File: src/rtl/viterbi_k4_pkg.sv
// Shared constants and helpers for the K=4, rate-1/2 (17/15 octal) hard-decision Viterbi decoder.
package viterbi_k4_pkg;
    localparam int K = 4;
    localparam int NUM_STATES = 8;
    localparam logic [3:0] G1 = 4'b1111;
    localparam logic [3:0] G0 = 4'b1101;

    // Taps are applied to {u, S2, S1, S0}, matching the encoder shift register.
    function automatic logic [1:0] expected_sym(input logic [2:0] state, input logic u);
        logic [3:0] sr;
        sr = {u, state};
        return {^(sr & G1), ^(sr & G0)};
    endfunction

    function automatic logic [1:0] branch_metric(input logic [1:0] rx, input logic [1:0] ref_sym);
        logic [1:0] d;
        d = rx ^ ref_sym;
        return {1'b0, d[1]} + {1'b0, d[0]};
    endfunction
endpackage

File: src/rtl/viterbi_acs_unit.sv
// Add-compare-select for one trellis state; saturating add, ties go to the LSB-0 predecessor.
module viterbi_acs_unit #(
    parameter int PM_W = 6
) (
    input  logic [PM_W-1:0] pm0,
    input  logic [PM_W-1:0] pm1,
    input  logic [1:0]      bm0,
    input  logic [1:0]      bm1,
    output logic [PM_W-1:0] pm_out,
    output logic            dec
);
    logic [PM_W:0]   sum0, sum1;
    logic [PM_W-1:0] cand0, cand1;

    always_comb begin
        sum0   = {1'b0, pm0} + {{(PM_W-1){1'b0}}, bm0};
        sum1   = {1'b0, pm1} + {{(PM_W-1){1'b0}}, bm1};
        cand0  = sum0[PM_W] ? '1 : sum0[PM_W-1:0];
        cand1  = sum1[PM_W] ? '1 : sum1[PM_W-1:0];
        dec    = (cand1 < cand0);
        pm_out = dec ? cand1 : cand0;
    end
endmodule

File: src/rtl/viterbi_decoder_k4.sv
// Hard-decision Viterbi decoder, register-exchange survivors, one symbol in / one bit out per cycle.
module viterbi_decoder_k4
    import viterbi_k4_pkg::*;
#(
    parameter int TB_DEPTH = 20,
    parameter int PM_W     = 6
) (
    input  logic       clk,
    input  logic       rst,
    input  logic       start,
    input  logic       in_valid,
    input  logic [1:0] in_sym,
    output logic       out_valid,
    output logic       out_bit
);
    localparam int CNT_W = $clog2(TB_DEPTH + 1);
    localparam logic [PM_W-1:0] PM_INIT = {2'b01, {(PM_W-2){1'b0}}};

    logic [NUM_STATES-1:0][PM_W-1:0]     pm, src_pm, acs_pm, pm_next;
    logic [NUM_STATES-1:0][TB_DEPTH-1:0] path, src_path, path_next;
    logic [NUM_STATES-1:0]               dec;
    logic [PM_W-1:0]                     pm_min;
    logic [2:0]                          best;
    logic [CNT_W-1:0]                    cnt;

    // A start in the same cycle as a symbol feeds the ACS from the initial state.
    always_comb begin
        for (int i = 0; i < NUM_STATES; i++)
            src_pm[i] = start ? ((i == 0) ? '0 : PM_INIT) : pm[i];
        src_path = start ? '0 : path;
    end

    for (genvar n = 0; n < NUM_STATES; n++) begin : g_state
        localparam logic [2:0] P0 = 3'((n % 4) * 2);
        localparam logic [2:0] P1 = P0 | 3'd1;
        localparam logic       U  = (n >= 4);
        logic [1:0] bm0, bm1;

        assign bm0 = branch_metric(in_sym, expected_sym(P0, U));
        assign bm1 = branch_metric(in_sym, expected_sym(P1, U));

        viterbi_acs_unit #(.PM_W(PM_W)) u_acs (
            .pm0    (src_pm[P0]),
            .pm1    (src_pm[P1]),
            .bm0    (bm0),
            .bm1    (bm1),
            .pm_out (acs_pm[n]),
            .dec    (dec[n])
        );

        assign path_next[n] = {dec[n] ? src_path[P1][TB_DEPTH-2:0] : src_path[P0][TB_DEPTH-2:0], U};
    end

    always_comb begin
        pm_min = acs_pm[0];
        for (int i = 1; i < NUM_STATES; i++)
            if (acs_pm[i] < pm_min) pm_min = acs_pm[i];
        for (int i = 0; i < NUM_STATES; i++)
            pm_next[i] = acs_pm[i] - pm_min;
    end

    // Normalised metrics guarantee at least one zero; take the lowest such index.
    always_comb begin
        best = '0;
        for (int i = NUM_STATES - 1; i >= 0; i--)
            if (pm[i] == '0) best = 3'(i);
    end

    always_ff @(posedge clk or negedge rst) begin
        if (!rst) begin
            for (int i = 0; i < NUM_STATES; i++)
                pm[i] <= (i == 0) ? '0 : PM_INIT;
            path      <= '0;
            cnt       <= '0;
            out_valid <= 1'b0;
            out_bit   <= 1'b0;
        end else begin
            out_valid <= in_valid && !start && (cnt == CNT_W'(TB_DEPTH));
            if (in_valid) begin
                pm   <= pm_next;
                path <= path_next;
                if (start)
                    cnt <= CNT_W'(1);
                else if (cnt != CNT_W'(TB_DEPTH))
                    cnt <= cnt + 1'b1;
                if (!start)
                    out_bit <= path[best][TB_DEPTH-1];
            end else if (start) begin
                pm   <= src_pm;
                path <= src_path;
                cnt  <= '0;
            end
        end
    end
endmodule
File: config.mk
export PLATFORM = sky130hd
export DESIGN_NAME = viterbi_decoder_k4
export DESIGN_NICKNAME = d
export VERILOG_FILES = /design/src/rtl/viterbi_k4_pkg.sv /design/src/rtl/viterbi_acs_unit.sv /design/src/rtl/viterbi_decoder_k4.sv
export SDC_FILE = /design/constraint.sdc
export NUM_CORES = 1
export LEC_CHECK = 0
export ABC_AREA = 1
export BUFFER_PORTS_ARGS = -buffer_cell sky130_fd_sc_hd__buf_2
export CAP_MARGIN = 10
export CORE_ASPECT_RATIO = 0.75
export CORE_MARGIN = 2
export CORE_UTILIZATION = 44
export CTS_BUF_LIST = sky130_fd_sc_hd__clkbuf_4 sky130_fd_sc_hd__clkbuf_8
export CTS_CLUSTER_DIAMETER = 150
export DETAILED_ROUTE_END_ITERATION = 8
export GPL_TIMING_DRIVEN = 0
export PLACE_DENSITY = 0.67
export SYNTH_ARGS = -nofsm -noshare
export SYNTH_HDL_FRONTEND = slang
export SYNTH_SLANG_ARGS = --single-unit
File: constraint.sdc
create_clock -name clk -period 11.8 [get_ports clk]
set_input_delay 1.18 -clock clk [delete_from_list [all_inputs] [get_ports clk]]
set_output_delay 1.18 -clock clk [all_outputs]
set_load 0.05 [all_outputs]
* Word level (Yosys, flattened, before mapping)
Index checks and enable logic that the tools add are counted.
Word-level totals: word-level logic and storage cells 151, flip-flop bits (word level) 215, output and inout bits 2
Operators by class: multiplexer cells 66, magnitude comparators 16, bitwise operators 4, equality and inequality tests 2, reductions and logical operators 15, $add $sub $neg 29
Operators with widths (count):
- $mux 160 | 3
- $mux 6 | 39
- $mux 19 | 8
- $add 6x2->7 | 16
- $mux 48 | 2
- $lt 6x6->1 | 15
- $bmux 20 s3 | 1
- $logic_not 6->1 | 8
- $sub 6x6->6 | 8
- $mux 3 | 8
- $mux 20 | 1
- $mux 5 | 4
- $add 1x1->2 | 4
- $add 5x1->5 const B | 1
- $eq 5x5->1 const B | 1
- $ne 5x5->1 const B | 1
- $lt 3x4->1 const B | 1
- $reduce_and 2->1 | 2
- $reduce_bool 2->1 | 2
- $not 1->1 | 3
- $logic_and 1x1->1 | 2
- $not 2->2 | 1
- $logic_not 1->1 | 1

* Longest topological paths before layout
Gate-level depths: netlist of the first run.
word-level depth 22, depth in mapped cells 91, depth with buffers taken out 86

* Cells and area by module
From an unflattened synthesis of the first run, not the netlist that was laid out.
Unflattened totals: cells, all modules 2816, area, all modules 18719.2 um^2
By module, submodules not included:
- viterbi_decoder_k4 | area each 13979.7 um^2, instances 1, cells an instance 1982
- viterbi_acs_unit (g_state[2].u_acs ...) | area each 593.1 um^2, instances 6, cells an instance 104
- viterbi_acs_unit (g_state[0].u_acs ...) | area each 590.6 um^2, instances 2, cells an instance 105

* Worst setup path after synthesis of the first run
No wires, ideal clock.
path kind input to register, start input port start, end register pm[26] in the netlist's numbering, slack -0.562 ns, required time 11.669 ns, stages 82, data arrival time 12.231 ns, path buffers 8, path through buf_2 > buf_1 > clkbuf_1 > clkbuf_1 > buf_1 > nor2_1 > ha_1 > ha_1 > inv_1 > nand2_2 > nand2_2 > nand3_1 > ha_1 > nand2_1 > inv_1 > nand2_1 > nand2_1 > nand2_2 > [46 not listed] > nor2_1 > a21oi_1 > inv_1 > ha_1 > nand2_1 > nor2_2 > nand3_2 > nand3_2 > buf_8 > o21ai_0 > ha_1 > inv_1 > ha_1 > inv_1 > nand2_1 > or2_1 > nand3_1 > o21ai_0
On the way: cells in the longest elaborated chain, start to end 21, elaborated cells between the ends (all ways) 74, those cells by class add/sub: 17; order compare: 15; mux: 41; reduce/logical: 1
Ends and longest elaborated chain:
- from (decl) | RTL line viterbi_decoder_k4.sv:10 | input logic start,
- $mux 6 | RTL line viterbi_decoder_k4.sv:29 | src_pm[i] = start ? ((i == 0) ? '0 : PM_INIT) : pm[i];
- $add 6x2->7 (on tied branches) | RTL line viterbi_acs_unit.sv:17, viterbi_acs_unit.sv:16
- $mux 6 (on tied branches) | RTL line viterbi_acs_unit.sv:19, viterbi_acs_unit.sv:18
- $lt 6x6->1 | RTL line viterbi_acs_unit.sv:20 | dec = (cand1 < cand0);
- $mux 6 | RTL line viterbi_acs_unit.sv:21 | pm_out = dec ? cand1 : cand0;
- $lt 6x6->1 | RTL line viterbi_decoder_k4.sv:57 | if (acs_pm[i] < pm_min) pm_min = acs_pm[i];
- $mux 6 | RTL line viterbi_decoder_k4.sv:57
- $lt 6x6->1 | RTL line viterbi_decoder_k4.sv:57
- [5 not listed]
- $lt 6x6->1 | RTL line viterbi_decoder_k4.sv:57
- $mux 6 | RTL line viterbi_decoder_k4.sv:57
- $lt 6x6->1 | RTL line viterbi_decoder_k4.sv:57
- $mux 6 | RTL line viterbi_decoder_k4.sv:57
- $lt 6x6->1 | RTL line viterbi_decoder_k4.sv:57
- $mux 6 | RTL line viterbi_decoder_k4.sv:57
- $sub 6x6->6 | RTL line viterbi_decoder_k4.sv:59 | pm_next[i] = acs_pm[i] - pm_min;
- $mux 48 | RTL line viterbi_decoder_k4.sv:79 | if (in_valid) begin
- to (signal, indexed assignment) | RTL line viterbi_decoder_k4.sv:72 | pm[i] <= (i == 0) ? '0 : PM_INIT;
- to (signal assigned) | RTL line viterbi_decoder_k4.sv:80 | pm <= pm_next;
- to (signal assigned) | RTL line viterbi_decoder_k4.sv:89 | pm <= src_pm;
- to (decl) | RTL line viterbi_decoder_k4.sv:19 | logic [NUM_STATES-1:0][PM_W-1:0] pm, src_pm, acs_pm, pm_next;
Several ways; a longest one is shown, not always the timed one. The select of a mux whose other input is x is not followed. A chain may end at the register's enable or synchronous reset.

* Worst setup path in the final report of the first run
start input port start, end register pm[47] in the netlist's numbering
The elaborated chain is that of the path after synthesis.

==> impl_metrics.env, run 1 <==
export IMPL_status="complete, no violations"
export IMPL_grt_use_total=0.301
export IMPL_yosysSeqAreaShare=0.294
export IMPL_min_path_cells=2
export IMPL_finalSetupViolations=0
export IMPL_dp_hpwl_um=50400
export IMPL_vias=19700
export IMPL_clock_path_buffers=3
export IMPL_multi_input_area_mm2=0.0114
export IMPL_grt_max_degree=113
export IMPL_maxCapViolCount=0
export IMPL_drtIter0Drc=2695
export IMPL_clkLatencyLatePin_ns=0.56
export IMPL_nNetsFinal=3138
export IMPL_required_ns=12.24
export IMPL_holdPathEnd="pm[41]"
export IMPL_drc=0
export IMPL_fmax_mhz=88.0
export IMPL_finalInstanceArea_mm2=0.0212
export IMPL_ios=8
export IMPL_path_delay_family="simple AND/OR/NAND/NOR gates"
export IMPL_cp_start_kind="input pin"
export IMPL_syn_num_nets=3024
export IMPL_synth_cell_types=51
export IMPL_reg2reg_depth=80
export IMPL_dieArea_mm2=0.0433
export IMPL_grt_antenna_before_repair=1
export IMPL_syn_area_mm2=0.0183
export IMPL_synth_avg_cell_area_um2=6.30
export IMPL_min_delay_start="pm[41]"
export IMPL_r2r_slack_ns=1.33
export IMPL_worstSetupEndpointType="flop"
export IMPL_cp_arrival_ns=11.81
export IMPL_cpMaxStageDelayCell="clkbuf_1"
export IMPL_overflow=0
export IMPL_cts_buffers=39
export IMPL_place_ws_ns=-4.44
export IMPL_portBuffers=6
export IMPL_dr_pass1_iters=6
export IMPL_cts_sinks=215
export IMPL_crit_buf_inv=16
export IMPL_slowest_delay_ns=0.64
export IMPL_seq_area_mm2=0.00539
export IMPL_crit_path_start="start"
export IMPL_whs_ns=0.480
export IMPL_final_cell_mix="nand2_1 (612), nor2_1 (446), inv_1 (422), a21oi_1 (333), dfrtp_1 (208)"
export IMPL_htreeDepth=2
export IMPL_worstReg2RegEnd="pm[47]"
export IMPL_crit_top_cell="nand2_1"
export IMPL_die_w_um=240
export IMPL_cts_root_buf="clkbuf_8"
export IMPL_yosysWarnings=0
export IMPL_row_count=64
export IMPL_drive_gt1_frac=0.126
export IMPL_wl_per_cell_um=18.2
export IMPL_place_congestion=0.971
export IMPL_path_max_fanout=10
export IMPL_die_h_um=181
export IMPL_yosysTopAreaCell="dfrtp_1"
export IMPL_grt_pass1_vias=18100
export IMPL_ys_top_cells_by_area="dfrtp_1 (28%), nand2_1 (13%), nor2_1 (9.4%)"
export IMPL_skew_ns=0.0387
export IMPL_grt_pass1_wl_um=101000
export IMPL_routed_wl_um=65600
export IMPL_crit_type="in2reg"
export IMPL_layout_min_cycle_time_ns=11.37
export IMPL_min_path_type="reg2reg"
export IMPL_final_hold_violation_count=0
export IMPL_clk_pin_slew_ns=0.06
export IMPL_max_slew_margin_rel=0.236
export IMPL_tritoncts="done"
export IMPL_r2r_start="pm[19]"
export IMPL_period_share=0.963
export IMPL_placed_area_mm2=0.0191
export IMPL_syn_instance_count=2904
export IMPL_yosys_register_bits=215
export IMPL_area_growth_pct=15.9
export IMPL_fin_ws_ns=0.433
export IMPL_hold_buffers=0
export IMPL_start_util=0.447
export IMPL_synth_top_area_share=0.284
export IMPL_layout_commonest_cell="nand2_1"
export IMPL_final_max_slew_viol_count=0
export IMPL_tightest_slew_ns=1.14
export IMPL_nFillCells=4143
export IMPL_core_area_mm2=0.0409
export IMPL_drt_antenna_violating_nets=0
export IMPL_viasPerCell=5.46
[area by class of cell]
| cell class | count | share of cell area |
|---|---|---|
| Clock buffer | 65 | 0.0380 |
| Antenna cell | 1 | 0.000118 |
| Inverter | 456 | 0.0821 |
| Multi-Input combinational cell | 2126 | 0.535 |
| Timing Repair Buffer | 74 | 0.0292 |
| Clock inverter | 6 | 0.00189 |
| Buffer | 106 | 0.0267 |
| Tap cell | 561 | 0.0331 |
| Sequential cell | 215 | 0.254 |
[cells in the mapped netlist, drive strengths merged]
master and instances:
nand2 669, nor2 474, inv 455, a21oi 341, nand3 226, dfrtp 208
o21ai 155, ha 106, clkbuf 74, buf 34, o22ai 22, or2 18
nor3 17, xor2 16, nand3b 10, o21a 10, a31oi 9, o211ai 9
fa 8, dfstp 7, nand4 7, nor4 7, and2 6, a21boi 4
xnor2 4, o21bai 3, a22oi 1, a41oi 1, clkinv 1, nor3b 1
o311ai 1
[worst reg2reg max path: cells and delay by family (launching register included)]
family,cells,cell delay (ns)
XOR/XNOR,1,0.24
adder cells (fa/ha/maj),9,2.45
AND/OR/NAND/NOR,47,4.58
flip-flops,1,0.41
buffers and inverters,14,1.37
AO/OA/AOI/OAI,9,1.29
[flip-flops by register name, indices dropped and copies added, names as in the netlist]
name and count:
pm 48, cnt 5, path 160, out_bit 1, out_valid 1
[worst max-delay path by stage]
stage | to | slack (ns) | cells after the start
after floorplan | pm[26] | 0.02 | 83
after global placement | pm[46] | -4.28 | 84
after detailed placement | pm[46] | -4.44 | 83
after CTS | pm[38] | 0.03 | 85
after global routing | pm[38] | -0.12 | 84
final | pm[47] | 0.43 | 62
[cells by family (layout without fill, tap and decap cells)]
family                     after synthesis  in the layout  share of synthesized area
adders and majority gates              114            114                     0.0812
AOI/OAI and AO/OA                      556            556                      0.160
DFF                                    215            215                      0.294
xor gates and xnor gates                20             20                    0.00957
buffers and inverters                  564            707                      0.122
other                                    0              1                          0
and+or+nand+nor                       1435           1436                      0.333
[metal layers]
layer,vias up,GRT usage,wire [µm],share of wire
met4,0,0.0638,1270,0.019
met3,106,0.0824,7980,0.12
met2,967,0.407,25300,0.39
li1,9490,-,-,-
met1,9154,0.467,31000,0.47
met5,-,0,0,0
[timing repair]
item                                    4_1_cts  5_1_grt
endpoints found under the hold margin         0        0
cloned                                        0        2
endpoints found under the setup margin       48       48
resized for setup                           102      102
setup buffers                                27       36
pin swaps                                    16       33
[stage by stage]
stage | std cells | setup TNS, ns | util
floorplan | 2904 | 0 | -
global placement | 3471 | -190.45 | 0.466
detailed placement | 3474 | -198.14 | 0.467
CTS | 3572 | 0 | 0.503
global route | 3610 | -1.82 | 0.519
finish | 3610 | 0 | 0.519
Power of run 1 is left out: the tool's default activity adds up to more than one toggle a clock period on the data nets, which glitch-free logic cannot reach.
==> run 2, diff against run 1 <==
--- a/config.mk
+++ b/config.mk
@@ -5,7 +5,7 @@
 export SDC_FILE = /design/constraint.sdc
 export NUM_CORES = 1
 export LEC_CHECK = 0
-export ABC_AREA = 1
+export ABC_AREA = 0
 export BUFFER_PORTS_ARGS = -buffer_cell sky130_fd_sc_hd__buf_2
 export CAP_MARGIN = 10
 export CORE_ASPECT_RATIO = 0.75
==> run 2 against run 1 <==
The flow now finishes with violations (max-capacitance violations, max-slew violations, negative setup slack). Critical path type unchanged. Cell count decreased by 21%. Critical path depth increased by 31. Design area grew 4.8%.
==> impl_metrics.env, run 2 <==
export IMPL_status="complete, but fails checks"
export IMPL_violations="max-capacitance violations, max-slew violations, negative setup slack"
export IMPL_yosysWarnings=0
export IMPL_row_count=63
export IMPL_rsz0062_at_grt="true"
export IMPL_post_route_util=0.559
export IMPL_synth_ff_type="dfrtp_1"
export IMPL_synth_async_reset_ratio=1.00
export IMPL_die_h_um=179
export IMPL_maxCapViolCount=1
export IMPL_dr_pass1_iters=5
export IMPL_biggestRegsByFlops="path x160, pm x48, cnt x5"
export IMPL_largest_reg_flops=160
export IMPL_cts_root_buf="clkbuf_8"
export IMPL_whs_ns=0.510
export IMPL_grt_pass1_wl_um=101000
export IMPL_r2r_start="pm[19]"
export IMPL_core_area_mm2=0.0398
export IMPL_final_cell_mix="nor2_1 (285), dfrtp_1 (208), mux2i_1 (182), a211oi_1 (167), buf_4 (146)"
export IMPL_syn_num_nets=2210
export IMPL_hold_buffers=0
export IMPL_skew_ns=0.0504
export IMPL_synthMuxAreaShare=0.128
export IMPL_grt_max_degree=95
export IMPL_fmax_mhz=59.6
export IMPL_synth_top_family_by_area="compound AO/OA/AOI/OAI gates"
export IMPL_synth_avg_cell_area_um2=8.56
export IMPL_period_share=1.42
export IMPL_grt_antenna_before_repair=0
export IMPL_cpMaxStageDelayCell="a221o_1"
export IMPL_yosys_register_bits=215
export IMPL_seq_area_mm2=0.00539
export IMPL_final_hold_violation_count=0
export IMPL_max_slew_margin_rel=-0.00736
export IMPL_synth_adder_area_share=0.0981
export IMPL_cts_sinks=215
export IMPL_final_max_slew_viol_count=1
export IMPL_htreeDepth=2
export IMPL_start_util=0.449
export IMPL_area_growth_pct=24.4
export IMPL_grt_use_total=0.312
export IMPL_crit_top_cell="ha_4"
export IMPL_min_path_type="reg2reg"
export IMPL_vias=17900
export IMPL_place_congestion=0.971
export IMPL_drtIter0Drc=1882
export IMPL_synthXorXnorAreaFrac=0.0362
export IMPL_drc=0
export IMPL_regMostFlops="path"
export IMPL_tritoncts="done"
export IMPL_nNetsFinal=2413
export IMPL_synth_top_area_share=0.291
export IMPL_routed_wl_um=67700
export IMPL_dieArea_mm2=0.0423
export IMPL_portBuffers=5
export IMPL_finalSetupTns_ns=-222.85
export IMPL_path_max_fanout=6
export IMPL_min_delay_start="path[100]"
export IMPL_synth_cell_types=96
export IMPL_crit_buf_inv=15
export IMPL_crit_type="in2reg"
export IMPL_nFillCells=3483
export IMPL_worstSetupEndpointType="flop"
export IMPL_die_w_um=237
export IMPL_synthTopCellsByCount="nor2_1 (297), dfrtp_1 (208), mux2i_1 (189), a211oi_1 (170), nand2_1 (141)"
export IMPL_dp_hpwl_um=48400
export IMPL_synth_edf_count=0
export IMPL_slowest_delay_ns=0.40
export IMPL_cp_start_kind="input pin"
export IMPL_clkLatencyLatePin_ns=0.57
export IMPL_drt_antenna_violating_nets=0
export IMPL_r2r_slack_ns=-4.40
export IMPL_yosysMostFrequentCell="nor2_1"
export IMPL_ios=8
export IMPL_viasPerCell=6.32
export IMPL_fin_ws_ns=-4.98
export IMPL_synthSimpleGateAreaFrac=0.162
export IMPL_drive_gt1_frac=0.229
export IMPL_required_ns=12.26
export IMPL_yosysSeqAreaShare=0.301
export IMPL_reg2reg_depth=84
export IMPL_clk_pin_slew_ns=0.07
export IMPL_min_path_cells=1
export IMPL_layout_min_cycle_time_ns=16.78
export IMPL_layout_commonest_cell="nor2_1"
export IMPL_syn_instance_count=2090
export IMPL_worstReg2RegEnd="pm[16]"
export IMPL_wl_per_cell_um=23.9
export IMPL_grt_pass1_vias=16700
export IMPL_tightest_slew_ns=1.50
export IMPL_yosysTopAreaCell="dfrtp_1"
export IMPL_clock_path_buffers=3
export IMPL_multi_input_area_mm2=0.0130
export IMPL_path_delay_family="compound AO/OA/AOI/OAI gates"
export IMPL_cts_buffers=37
export IMPL_overflow=0
export IMPL_ys_top_cells_by_area="dfrtp_1 (29%), mux2i_1 (11%), ha_1 (7.4%)"
export IMPL_syn_area_mm2=0.0179
export IMPL_finalSetupViolations=48
export IMPL_cp_arrival_ns=17.24
export IMPL_diodes=0
export IMPL_synth_compound_area_frac=0.228
export IMPL_holdPathEnd="path[100]"
## run 2: worst max-delay path by stage
stage | from | endpoint | slack (ns) | cells past startpoint
final | start | pm[16] | -4.98 | 93
after detailed placement | start | pm[16] | -8.02 | 77
after global placement | start | pm[17] | -7.89 | 86
after floorplan | start | pm[16] | -4.77 | 92
after global routing | start | pm[16] | -5.41 | 94
after CTS | start | pm[16] | -4.59 | 95
## run 2: area by class of cell
type,count,area share
plain buffers,126,0.0309
clock buffers,53,0.0308
clock inverters,10,0.00506
inverters,81,0.0139
multi-input cells,1667,0.586
flip-flops and latches,215,0.242
well taps,520,0.0292
repair buffers,165,0.0615
## run 2: cells by family after synthesis
logic type / after synthesis
flops: 215
fa+ha+maj: 140
xor+xnor: 74
compound gates: 592
simple gates: 639
buf+inv: 208
mux: 222
## run 2: what timing repair did
action	CTS	global route
buffers inserted	129	29
pin swaps	86	76
resized for setup	151	98
endpoints found under the setup margin	48	48
hold endpoints to repair	0	0
## run 2: through the flow
stage	cells	area, µm²	setup WS, ns
after floorplan	2090	18400	-4.77
after global placement	2615	19100	-7.89
after detailed placement	2619	19200	-8.02
after CTS	2811	21600	-4.59
after global routing	2837	22200	-5.41
final	2837	22200	-4.98
## run 2: worst register-to-register path, delay by kind of cell, from the launching register on
family          cells  cell delay, ns
simple gates       17            2.57
flops               1            0.46
buf+inv             7            0.93
compound gates     35            5.77
mux                 7            1.97
fa+ha+maj          16            4.04
xor+xnor            2            0.38
## run 2: metal layers
metal	up-vias	track usage	routed length, µm	part of all wire
met3	147	0.0864	8090	0.12
met4	0	0.0905	1950	0.029
met2	1011	0.422	26400	0.39
met5	-	0	0	0
li1	8017	-	-	-
met1	8757	0.474	31200	0.46
Power of run 2 is left out for the same reason.
